$ cat src/rtl/mem_arb_pkg.sv
// Shared widths, types and FSM states for the instruction/data memory arbiter.
package mem_arb_pkg;
    localparam int ADDR_W = 32;
    localparam int DATA_W = 32;
    localparam int BE_W   = 4;

    typedef logic [ADDR_W-1:0] addr_t;
    typedef logic [DATA_W-1:0] data_t;
    typedef logic [BE_W-1:0]   be_t;

    typedef enum logic [1:0] {
        IDLE,
        GNT_I,
        GNT_D,
        RESP
    } arb_state_e;
endpackage

$ cat src/rtl/mem_arbiter_if.sv
// Requester and memory-port signals of the arbiter, bundled with direction views.
interface mem_arbiter_if;
    import mem_arb_pkg::*;

    logic  if_req;
    addr_t if_addr;
    logic  if_ack;
    data_t if_rdata;

    logic  d_req;
    be_t   d_we;
    addr_t d_addr;
    data_t d_wdata;
    logic  d_ack;
    data_t d_rdata;

    logic  err;

    logic  mem_req;
    addr_t mem_addr;
    data_t mem_wdata;
    be_t   mem_we;
    logic  mem_ready;
    data_t mem_rdata;

    modport master (
        input  if_req, if_addr,
        input  d_req, d_we, d_addr, d_wdata,
        input  mem_ready, mem_rdata,
        output if_ack, if_rdata,
        output d_ack, d_rdata, err,
        output mem_req, mem_addr, mem_wdata, mem_we
    );

    modport slave (
        output if_req, if_addr,
        output d_req, d_we, d_addr, d_wdata,
        output mem_ready, mem_rdata,
        input  if_ack, if_rdata,
        input  d_ack, d_rdata, err,
        input  mem_req, mem_addr, mem_wdata, mem_we
    );
endinterface

$ cat src/rtl/arb_wait_timer.sv
// Counts stalled grant cycles; expired flags the cycle that would reach TIMEOUT.
module arb_wait_timer #(
    parameter int TIMEOUT = 16
) (
    input  logic clk,
    input  logic rst,
    input  logic clear,
    input  logic enable,
    output logic expired
);
    localparam int CW = $clog2(TIMEOUT + 1);
    localparam logic [CW-1:0] LAST = CW'(TIMEOUT - 1);

    logic [CW-1:0] count;

    assign expired = enable && (count == LAST);

    always_ff @(posedge clk or negedge rst) begin
        if (!rst) begin
            count <= '0;
        end else if (clear) begin
            count <= '0;
        end else if (enable && !expired) begin
            count <= count + CW'(1);
        end
    end
endmodule

$ cat src/rtl/mem_arbiter.sv
// Two-requester arbiter for a single memory port; data has priority,
// bounded by a streak counter so fetches cannot starve.
module mem_arbiter
    import mem_arb_pkg::*;
#(
    parameter int DATA_BURST = 4,
    parameter int TIMEOUT    = 16
) (
    input logic           clk,
    input logic           rst,
    mem_arbiter_if.master bus
);
    localparam int SW = $clog2(DATA_BURST + 1);
    localparam logic [SW-1:0] BURST_MAX = SW'(DATA_BURST);

    arb_state_e    state, state_n;
    logic [SW-1:0] streak, streak_n;

    logic  mem_req_n, if_ack_n, d_ack_n, err_n;
    addr_t addr_n;
    data_t wdata_n, if_rdata_n, d_rdata_n;
    be_t   we_n;

    logic granted, d_wins, done, expired;

    assign granted = (state == GNT_I) || (state == GNT_D);
    assign d_wins  = bus.d_req && !(bus.if_req && streak == BURST_MAX);
    assign done    = bus.mem_ready || expired;

    arb_wait_timer #(.TIMEOUT(TIMEOUT)) u_timer (
        .clk     (clk),
        .rst     (rst),
        .clear   (state == IDLE),
        .enable  (granted && !bus.mem_ready),
        .expired (expired)
    );

    always_comb begin
        state_n    = state;
        streak_n   = streak;
        mem_req_n  = bus.mem_req;
        addr_n     = bus.mem_addr;
        wdata_n    = bus.mem_wdata;
        we_n       = bus.mem_we;
        if_rdata_n = bus.if_rdata;
        d_rdata_n  = bus.d_rdata;
        if_ack_n   = 1'b0;
        d_ack_n    = 1'b0;
        err_n      = 1'b0;
        unique case (state)
            IDLE: begin
                if (d_wins) begin
                    state_n   = GNT_D;
                    mem_req_n = 1'b1;
                    addr_n    = bus.d_addr;
                    wdata_n   = bus.d_wdata;
                    we_n      = bus.d_we;
                    if (bus.if_req && streak != BURST_MAX) begin
                        streak_n = streak + SW'(1);
                    end
                end else if (bus.if_req) begin
                    state_n   = GNT_I;
                    mem_req_n = 1'b1;
                    addr_n    = bus.if_addr;
                    wdata_n   = '0;
                    we_n      = '0;
                    streak_n  = '0;
                end
            end
            GNT_I: begin
                if (done) begin
                    state_n   = RESP;
                    mem_req_n = 1'b0;
                    if_ack_n  = 1'b1;
                    err_n     = !bus.mem_ready;
                    if (bus.mem_ready) begin
                        if_rdata_n = bus.mem_rdata;
                    end
                end
            end
            GNT_D: begin
                if (done) begin
                    state_n   = RESP;
                    mem_req_n = 1'b0;
                    d_ack_n   = 1'b1;
                    err_n     = !bus.mem_ready;
                    // writes complete without touching the read-data register
                    if (bus.mem_ready && bus.mem_we == '0) begin
                        d_rdata_n = bus.mem_rdata;
                    end
                end
            end
            RESP: begin
                state_n = IDLE;
            end
        endcase
    end

    always_ff @(posedge clk or negedge rst) begin
        if (!rst) begin
            state         <= IDLE;
            streak        <= '0;
            bus.mem_req   <= 1'b0;
            bus.mem_addr  <= '0;
            bus.mem_wdata <= '0;
            bus.mem_we    <= '0;
            bus.if_ack    <= 1'b0;
            bus.if_rdata  <= '0;
            bus.d_ack     <= 1'b0;
            bus.d_rdata   <= '0;
            bus.err       <= 1'b0;
        end else begin
            state         <= state_n;
            streak        <= streak_n;
            bus.mem_req   <= mem_req_n;
            bus.mem_addr  <= addr_n;
            bus.mem_wdata <= wdata_n;
            bus.mem_we    <= we_n;
            bus.if_ack    <= if_ack_n;
            bus.if_rdata  <= if_rdata_n;
            bus.d_ack     <= d_ack_n;
            bus.d_rdata   <= d_rdata_n;
            bus.err       <= err_n;
        end
    end
endmodule

$ cat src/flat_wrapper.sv
// flat-port wrapper written by rule: the top's interface ports become plain ports
module mem_arbiter_flat import mem_arb_pkg::*;
#(
    parameter int DATA_BURST = 4,
    parameter int TIMEOUT    = 16
)
  (clk, rst, bus_if_req, bus_if_addr, bus_d_req, bus_d_we, bus_d_addr, bus_d_wdata, bus_mem_ready, bus_mem_rdata, bus_if_ack, bus_if_rdata, bus_d_ack, bus_d_rdata, bus_err, bus_mem_req, bus_mem_addr, bus_mem_wdata, bus_mem_we);
  mem_arbiter_if bus_i ();
  input logic clk;
  input logic rst;
  input wire logic [$bits(bus_i.if_req)-1:0] bus_if_req;
  input wire logic [$bits(bus_i.if_addr)-1:0] bus_if_addr;
  input wire logic [$bits(bus_i.d_req)-1:0] bus_d_req;
  input wire logic [$bits(bus_i.d_we)-1:0] bus_d_we;
  input wire logic [$bits(bus_i.d_addr)-1:0] bus_d_addr;
  input wire logic [$bits(bus_i.d_wdata)-1:0] bus_d_wdata;
  input wire logic [$bits(bus_i.mem_ready)-1:0] bus_mem_ready;
  input wire logic [$bits(bus_i.mem_rdata)-1:0] bus_mem_rdata;
  output wire logic [$bits(bus_i.if_ack)-1:0] bus_if_ack;
  output wire logic [$bits(bus_i.if_rdata)-1:0] bus_if_rdata;
  output wire logic [$bits(bus_i.d_ack)-1:0] bus_d_ack;
  output wire logic [$bits(bus_i.d_rdata)-1:0] bus_d_rdata;
  output wire logic [$bits(bus_i.err)-1:0] bus_err;
  output wire logic [$bits(bus_i.mem_req)-1:0] bus_mem_req;
  output wire logic [$bits(bus_i.mem_addr)-1:0] bus_mem_addr;
  output wire logic [$bits(bus_i.mem_wdata)-1:0] bus_mem_wdata;
  output wire logic [$bits(bus_i.mem_we)-1:0] bus_mem_we;
  assign bus_i.if_req = bus_if_req;
  assign bus_i.if_addr = bus_if_addr;
  assign bus_i.d_req = bus_d_req;
  assign bus_i.d_we = bus_d_we;
  assign bus_i.d_addr = bus_d_addr;
  assign bus_i.d_wdata = bus_d_wdata;
  assign bus_i.mem_ready = bus_mem_ready;
  assign bus_i.mem_rdata = bus_mem_rdata;
  assign bus_if_ack = bus_i.if_ack;
  assign bus_if_rdata = bus_i.if_rdata;
  assign bus_d_ack = bus_i.d_ack;
  assign bus_d_rdata = bus_i.d_rdata;
  assign bus_err = bus_i.err;
  assign bus_mem_req = bus_i.mem_req;
  assign bus_mem_addr = bus_i.mem_addr;
  assign bus_mem_wdata = bus_i.mem_wdata;
  assign bus_mem_we = bus_i.mem_we;
  mem_arbiter #(.DATA_BURST(DATA_BURST), .TIMEOUT(TIMEOUT)) u_core (.clk(clk), .rst(rst), .bus(bus_i));
endmodule
$ cat config.mk
export PLATFORM = sky130hd
export DESIGN_NAME = mem_arbiter_flat
export DESIGN_NICKNAME = d
export VERILOG_FILES = /design/src/rtl/mem_arb_pkg.sv /design/src/rtl/mem_arbiter_if.sv /design/src/rtl/arb_wait_timer.sv /design/src/rtl/mem_arbiter.sv /design/src/flat_wrapper.sv
export SDC_FILE = /design/constraint.sdc
export NUM_CORES = 1
export LEC_CHECK = 0
export BUFFER_PORTS_ARGS = -buffer_cell sky130_fd_sc_hd__buf_4
export CORE_UTILIZATION = 25
export DETAILED_ROUTE_END_ITERATION = 16
export GPL_TIMING_DRIVEN = 0
export PLACE_DENSITY = 0.53
export SYNTH_ARGS = -nofsm -noshare
export SYNTH_HDL_FRONTEND = slang
export SYNTH_SLANG_ARGS = --single-unit
$ cat constraint.sdc
create_clock -name clk -period 2.3 [get_ports clk]
set_input_delay 0.23 -clock clk [delete_from_list [all_inputs] [get_ports clk]]
set_output_delay 0.23 -clock clk [all_outputs]
set_load 0.01 [all_outputs]
==> results.yml, run 1 <==
status:
  outcome: "completed"
logic_synthesis:
  combined_area_of_all_synthesized_cells_sq_um: 6150
  synth.avg_cell_area_sq_um: 11.2
  synth_enable_flop_cells: 0
  prevailing_post_synth_register_cell: "sky130_fd_sc_hd__dfrtp_1"
  async_flop_share: 1.00
  yosys_register_bits: 146
  seq_area_frac_synth: 0.594
  synthesis.nets: 697
  yosys_warnings: 0
  synth_top_area_cell: "sky130_fd_sc_hd__dfrtp_1"
  synthDominantCellAreaShare: 0.594
  ys_types: 34
  synth_cells: 551
  synth_most_common_cell: "sky130_fd_sc_hd__dfrtp_1"
  synth_area_leaders: "sky130_fd_sc_hd__dfrtp_1, sky130_fd_sc_hd__mux2_2, sky130_fd_sc_hd__nand2_1"
  synth_top_cells_by_count: "sky130_fd_sc_hd__dfrtp_1, sky130_fd_sc_hd__nand2_1, sky130_fd_sc_hd__mux2_2"
drt:
  wirelength_um: 18600
  detail_route.iter0.violations: 160
  drc_errors: 0
  drt_pass1_iterations: 4
  via_per_inst: 4.36
  detail-route-antenna-nets: 0
  route.vias.total: 5147
  route.detailed.wl_per_inst_um: 15.8
floorplan:
  ioPinCount: 273
  die-area_sq_um: 25200
  fp.dieW_um: 159
  die_height_um: 159
  initial_core_utilization: 0.254
  placement_rows: 57
  core_area_sq_um: 24200
setup_path:
  max_stage_delay_ns: 0.41
  crit_arrival_ns: 2.36
  critPathMaxFanout: 4
  crit_buf_inv: 0
  worstSetupPathType: "reg -> reg"
  cp_max_stage_cell: "sky130_fd_sc_hd__dfrtp_1"
  setup.worst_path.end_class: "register"
  timing.critical_path.cells: "ha_1 -> and3_1 -> ha_1 -> or3b_1 -> or3_1 -> a21oi_1"
  timing.critical_path.max_delay_family: "simple AND/OR/NAND/NOR gates"
  start_kind: "register"
  critPathRequiredTime_ns: 2.63
  timing.critical_path.mode_cell: "sky130_fd_sc_hd__ha_1"
place:
  final_wtd_congestion: 0.781
  count_of_input_and_output_buffers: 271
  place.detailed.hpwl_um: 13700
sta:
  final.min_clock_period_ns: 2.03
  timing.fmax_mhz: 493
  whs_ns: 0.0445
  fin_worst_skew_ns: 0.0155
  hold_violations: 0
  layout_worst_path_cycle_share: 0.883
  tightestPinTransition_ns: 0.640
  setup-tns-final_ns: 0
  endpoints_failing_setup: 0
  rsz_0062_raised_after_global_routing: "false"
  timing_max_transition_violations_final: 0
  slew_headroom: 0.573
global_route:
  grt_start_max_net_pins: 112
  grtUsageTotal: 0.152
  grt_pass1_vias: 5474
  grt_antenna_before_repair: 0
  grt_first_pass_wirelength_um: 30000
  grt_remaining_overflow: 0
job:
  cap_viol_max_count: 0
clock_tree:
  clkTransAtPathRegs_ns: 0.07
  clk-insertion-delay-late_ns: 0.42
  cts_sinks: 146
  post-cts-setup-buffer-count: 0
  numCtsBuffers: 17
  cts_root_buffer: "sky130_fd_sc_hd__clkbuf_16"
  cts_htree_levels: 4
  cts_buffer_depth: 2
  tritoncts: "done"
pwr:
  leakage_nw: 4.35
  power.ir.vdd_worst_mv: 0.445
  power.density_nw_per_um2: 1400
cells_and_area:
  antennaDiodeCount: 0
  synthToLayoutAreaGrowth_pct: 50.0
  layout-drive-gt1-share: 0.454
  finalNetCount: 989
min_path:
  hold_path_class: "in -> reg"
## cell usage in the layout (no fill, tap or decap), types with 2 or more instances in the layout
cell and instances:
sky130_fd_sc_hd__buf_4 270, sky130_fd_sc_hd__dfrtp_1 146, sky130_fd_sc_hd__nand2_1 141, sky130_fd_sc_hd__mux2_2 63, sky130_fd_sc_hd__o21ai_0 40, sky130_fd_sc_hd__nand4_1 32, sky130_fd_sc_hd__o211ai_1 32, sky130_fd_sc_hd__clkbuf_1 21
sky130_fd_sc_hd__clkbuf_16 17, sky130_fd_sc_hd__buf_2 16, sky130_fd_sc_hd__ha_1 9, sky130_fd_sc_hd__inv_1 7, sky130_fd_sc_hd__nor2_1 7, sky130_fd_sc_hd__clkinv_4 4, sky130_fd_sc_hd__nor2b_1 3, sky130_fd_sc_hd__buf_6 3
sky130_fd_sc_hd__nand3_1 3, sky130_fd_sc_hd__mux2i_1 3, sky130_fd_sc_hd__clkinvlp_4 3, sky130_fd_sc_hd__inv_8 3, sky130_fd_sc_hd__inv_6 3, sky130_fd_sc_hd__and3_1 2, sky130_fd_sc_hd__a31oi_1 2, sky130_fd_sc_hd__a21oi_1 2
sky130_fd_sc_hd__mux2_1 2, sky130_fd_sc_hd__xnor2_1 2, sky130_fd_sc_hd__a211oi_1 2
## report_power, final
| part | internal (mW) | switching, mW |
|---|---|---|
| clock network | 1.56 | 1.22 |
| registers | 3.83 | 0.694 |
| logic | 2.82 | 2.76 |
| total | 8.21 | 4.67 |
## cell families (layout without fill, tap and decap cells)
family | count (synthesis) | count (layout) | synth area share
XOR/XNOR | 2 | 2 | 0.00285
AND/OR/NAND/NOR | 197 | 197 | 0.143
buffers and inverters | 48 | 353 | 0.0364
multiplexers | 68 | 68 | 0.124
adder cells (fa/ha/maj) | 9 | 9 | 0.0183
AO/OA/AOI/OAI | 81 | 81 | 0.0812
flip-flops | 146 | 146 | 0.594
## final timing paths
path	start	end	slack, ns	cells after the start
worst max-delay path	u_core.u_timer.count[0]$_DFFE_PN0P_	u_core.u_timer.count[3]$_DFFE_PN0P_	0.27	6
worst min-delay path	bus_mem_rdata[6]	u_core.bus.d_rdata[6]$_DFFE_PN0P_	0.04	2
worst max register to register	u_core.u_timer.count[0]$_DFFE_PN0P_	u_core.u_timer.count[3]$_DFFE_PN0P_	0.27	6
worst min register to register	u_core.bus.mem_wdata[23]$_DFFE_PN0P_	u_core.bus.mem_wdata[23]$_DFFE_PN0P_	0.48	2
max in group asynchronous	rst	u_core.streak[1]$_DFFE_PN0P_	1.12	3
min in group asynchronous	rst	u_core.bus.d_rdata[11]$_DFFE_PN0P_	0.28	2
## final cells by class
class	instances	area, sq um
buffer	41	198
inverter	7	26.3
clock inverter	14	148
clock buffer	18	439
multi-input combinational	357	2270
tap	324	405
fill	2500	15000
sequential	146	3650
timing repair buffer	273	2080
## stage by stage
step / total power, mW / cells / util / worst slack, ns / instance area, sq um
after CTS: 13.1 / 1180 / 0.380 / 0.138 / 9220
after global routing: 13.8 / 1180 / 0.380 / 0.0526 / 9220
after floorplan: 7.31 / 551 / - / 0.400 / 6150
after global placement: 10.2 / 1146 / 0.354 / 0.167 / 8590
after detailed placement: 10.3 / 1147 / 0.356 / 0.174 / 8620
final: 12.9 / 1180 / 0.380 / 0.270 / 9220
## layer usage
| layer | share of wire | global-route usage | up-vias | wire (um) |
|---|---|---|---|---|
| met5 | 0 | 0 | - | 0 |
| met4 | 0.010 | 0.0353 | 0 | 187 |
| met3 | 0.082 | 0.0580 | 12 | 1540 |
| met2 | 0.47 | 0.245 | 204 | 8680 |
| met1 | 0.44 | 0.190 | 2441 | 8240 |
| li1 | - | - | 2490 | - |
## flip-flops by register name, indices dropped and copies added (netlist names), 2 cells and up
name and cells:
u_core.streak 3, u_core.u_timer.count 5, u_core.bus.mem_addr 32, u_core.bus.mem_wdata 32, u_core.bus.mem_we 4, u_core.state 2, u_core.bus.d_rdata 32, u_core.bus.if_rdata 32
## timing repair
| item | CTS | global route |
|---|---|---|
| hold endpoints to repair | 35 | 0 |
| hold buffers | 1 | 0 |
| gates resized for setup | 0 | 0 |
(Power assumes the default switching activity.)
==> run 2, diff against run 1 <==
Settings changed: CELL_PAD_IN_SITES_DETAIL_PLACEMENT from default to 0, CELL_PAD_IN_SITES_GLOBAL_PLACEMENT from default to 2, PLACE_DENSITY 0.53 to 0.77.
==> results.yml, run 2 (same netlist as run 1, synthesis figures left out) <==
status:
  outcome: "completed"
job:
  cap_viol_max_count: 0
drt:
  via_per_inst: 4.38
  detail-route-antenna-nets: 0
  route.vias.total: 5169
  drc_errors: 0
  drt_pass1_iterations: 6
  route.detailed.wl_per_inst_um: 15.8
  wirelength_um: 18600
  detail_route.iter0.violations: 219
cells_and_area:
  layout.cells.most_common: "sky130_fd_sc_hd__buf_4"
  antennaDiodeCount: 0
  layout.core_utilization: 0.381
  synthToLayoutAreaGrowth_pct: 50.3
  finalNetCount: 989
  commonest_cells_after_routing_fill_and_taps_aside: "sky130_fd_sc_hd__buf_4, sky130_fd_sc_hd__dfrtp_1, sky130_fd_sc_hd__nand2_1"
  layout-drive-gt1-share: 0.456
clock_tree:
  tritoncts: "done"
  cts_htree_levels: 4
  cts_root_buffer: "sky130_fd_sc_hd__clkbuf_16"
  clk-insertion-delay-late_ns: 0.41
  cts_buffer_depth: 2
  cts_sinks: 146
  clkTransAtPathRegs_ns: 0.06
  numCtsBuffers: 17
setup_path:
  timing.critical_path.max_delay_family: "buffers and inverters"
  critPathMaxFanout: 10
  timing.critical_path.from: "u_core.state[0]$_DFFE_PN0P_"
  crit_buf_inv: 4
  ff2ff_path_depth: 8
  flop2flop_setup_slack_ns: 0.27
  timing.rr.end: "u_core.bus.mem_wdata[20]$_DFFE_PN0P_"
  max_stage_delay_ns: 0.41
  worst-path-stages: 8
  timing.critical_path.mode_cell: "sky130_fd_sc_hd__buf_2"
  cp_max_stage_cell: "sky130_fd_sc_hd__dfrtp_1"
  worstSetupPathType: "reg -> reg"
  setup.worst_path.end_class: "register"
  reg2reg_from: "u_core.state[0]$_DFFE_PN0P_"
  start_kind: "register"
  crit_arrival_ns: 2.36
  timing.critical_path.cells: "inv_1 -> ha_1 -> buf_2 -> o21a_1 -> clkbuf_4 -> buf_2 -> nand2_1 -> o21ai_0"
  last_element_of_the_critical_path: "u_core.bus.mem_wdata[20]$_DFFE_PN0P_"
  critPathRequiredTime_ns: 2.63
floorplan:
  core_area_sq_um: 24200
  fp.dieW_um: 159
  die-area_sq_um: 25200
  die_height_um: 159
  ioPinCount: 273
  initial_core_utilization: 0.254
  placement_rows: 57
min_path:
  hold_path_class: "in -> reg"
  min-delay-start: "bus_mem_rdata[6]"
global_route:
  grt_first_pass_wirelength_um: 29800
  grt_antenna_before_repair: 0
  grt_start_max_net_pins: 105
  grtUsageTotal: 0.151
  grt_pass1_vias: 5289
  grt_remaining_overflow: 0
sta:
  final.min_clock_period_ns: 2.03
  endpoints_failing_setup: 0
  hold_violations: 0
  layout_worst_path_cycle_share: 0.884
  fin_worst_skew_ns: 0.0102
  rsz_0062_raised_after_global_routing: "false"
  timing_max_transition_violations_final: 0
  slew_headroom: 0.595
  timing.fmax_mhz: 492
  setup-tns-final_ns: 0
  tightestPinTransition_ns: 0.608
pwr:
  power.density_nw_per_um2: 1400
  leakage_nw: 4.37
  report.power.total_mw: 12.9
  power.ir.vdd_worst_mv: 0.413
place:
  place.detailed.hpwl_um: 13600
  count_of_input_and_output_buffers: 271
  final_wtd_congestion: 0.750
## run 2: area by class of cell
class	count	area (sq um)
Sequential cell	146	3650
Fill cell	2493	15000
Clock buffer	18	439
Buffer	41	201
Timing Repair Buffer	273	2080
Multi-Input combinational cell	357	2270
Tap cell	324	405
Inverter	7	26.3
Clock inverter	14	168
## run 2: stage by stage
step / hold slack [ns] / area [sq um] / instances / setup WS, ns
6_report: 0.0514 / 9240 / 1180 / 0.267
3_3_place_gp: 0.462 / 8590 / 1146 / 0.155
3_5_place_dp: 0.147 / 8620 / 1147 / 0.127
4_1_cts: 0.0247 / 9240 / 1180 / 0.117
5_1_grt: 0.0295 / 9240 / 1180 / 0.0415
2_1_floorplan: -0.0656 / 6150 / 551 / 0.400
## run 2: worst reg2reg max path: stages (launching register included)
cell and delay, ns:
sky130_fd_sc_hd__dfrtp_1 0.41, sky130_fd_sc_hd__inv_1 0.12, sky130_fd_sc_hd__ha_1 0.15, sky130_fd_sc_hd__buf_2 0.21
sky130_fd_sc_hd__o21a_1 0.28, sky130_fd_sc_hd__clkbuf_4 0.28, sky130_fd_sc_hd__buf_2 0.27, sky130_fd_sc_hd__nand2_1 0.08
sky130_fd_sc_hd__o21ai_0 0.17
## run 2: power by group
| group | internal (mW) | total, mW | switching (mW) |
|---|---|---|---|
| registers | 3.83 | 4.51 | 0.683 |
| logic | 2.82 | 5.56 | 2.74 |
| clock network | 1.67 | 2.87 | 1.21 |
| total | 8.32 | 12.9 | 4.62 |
## run 2: how the worst min path moves through the flow
stage                                          end  slack, ns  depth (start not counted)
3_5_place_dp   u_core.bus.if_rdata[15]$_DFFE_PN0P_       0.15                          1
6_report         u_core.bus.d_rdata[6]$_DFFE_PN0P_       0.05                          2
5_1_grt         u_core.bus.d_rdata[11]$_DFFE_PN0P_       0.03                          2
3_3_place_gp     u_core.bus.d_rdata[6]$_DFFE_PN0P_       0.46                          2
2_1_floorplan           u_core.bus.d_ack$_DFF_PN0_      -0.07                          0
4_1_cts          u_core.bus.d_rdata[6]$_DFFE_PN0P_       0.02                          2
## run 2: layer usage
| metal | vias to the layer above | share of wire | global-route usage |
|---|---|---|---|
| li1 | 2501 | - | - |
| met1 | 2467 | 0.44 | 0.193 |
| met2 | 188 | 0.47 | 0.243 |
| met3 | 13 | 0.082 | 0.0507 |
| met4 | 0 | 0.0099 | 0.0424 |
| met5 | - | 0 | 0 |
## run 2: what timing repair did
item                                    4_1_cts  5_1_grt
gates resized for setup                       0        3
endpoints found under the setup margin        0        1
hold buffers                                  1        0
endpoints found under the hold margin        42        0
buffers inserted                              0        0
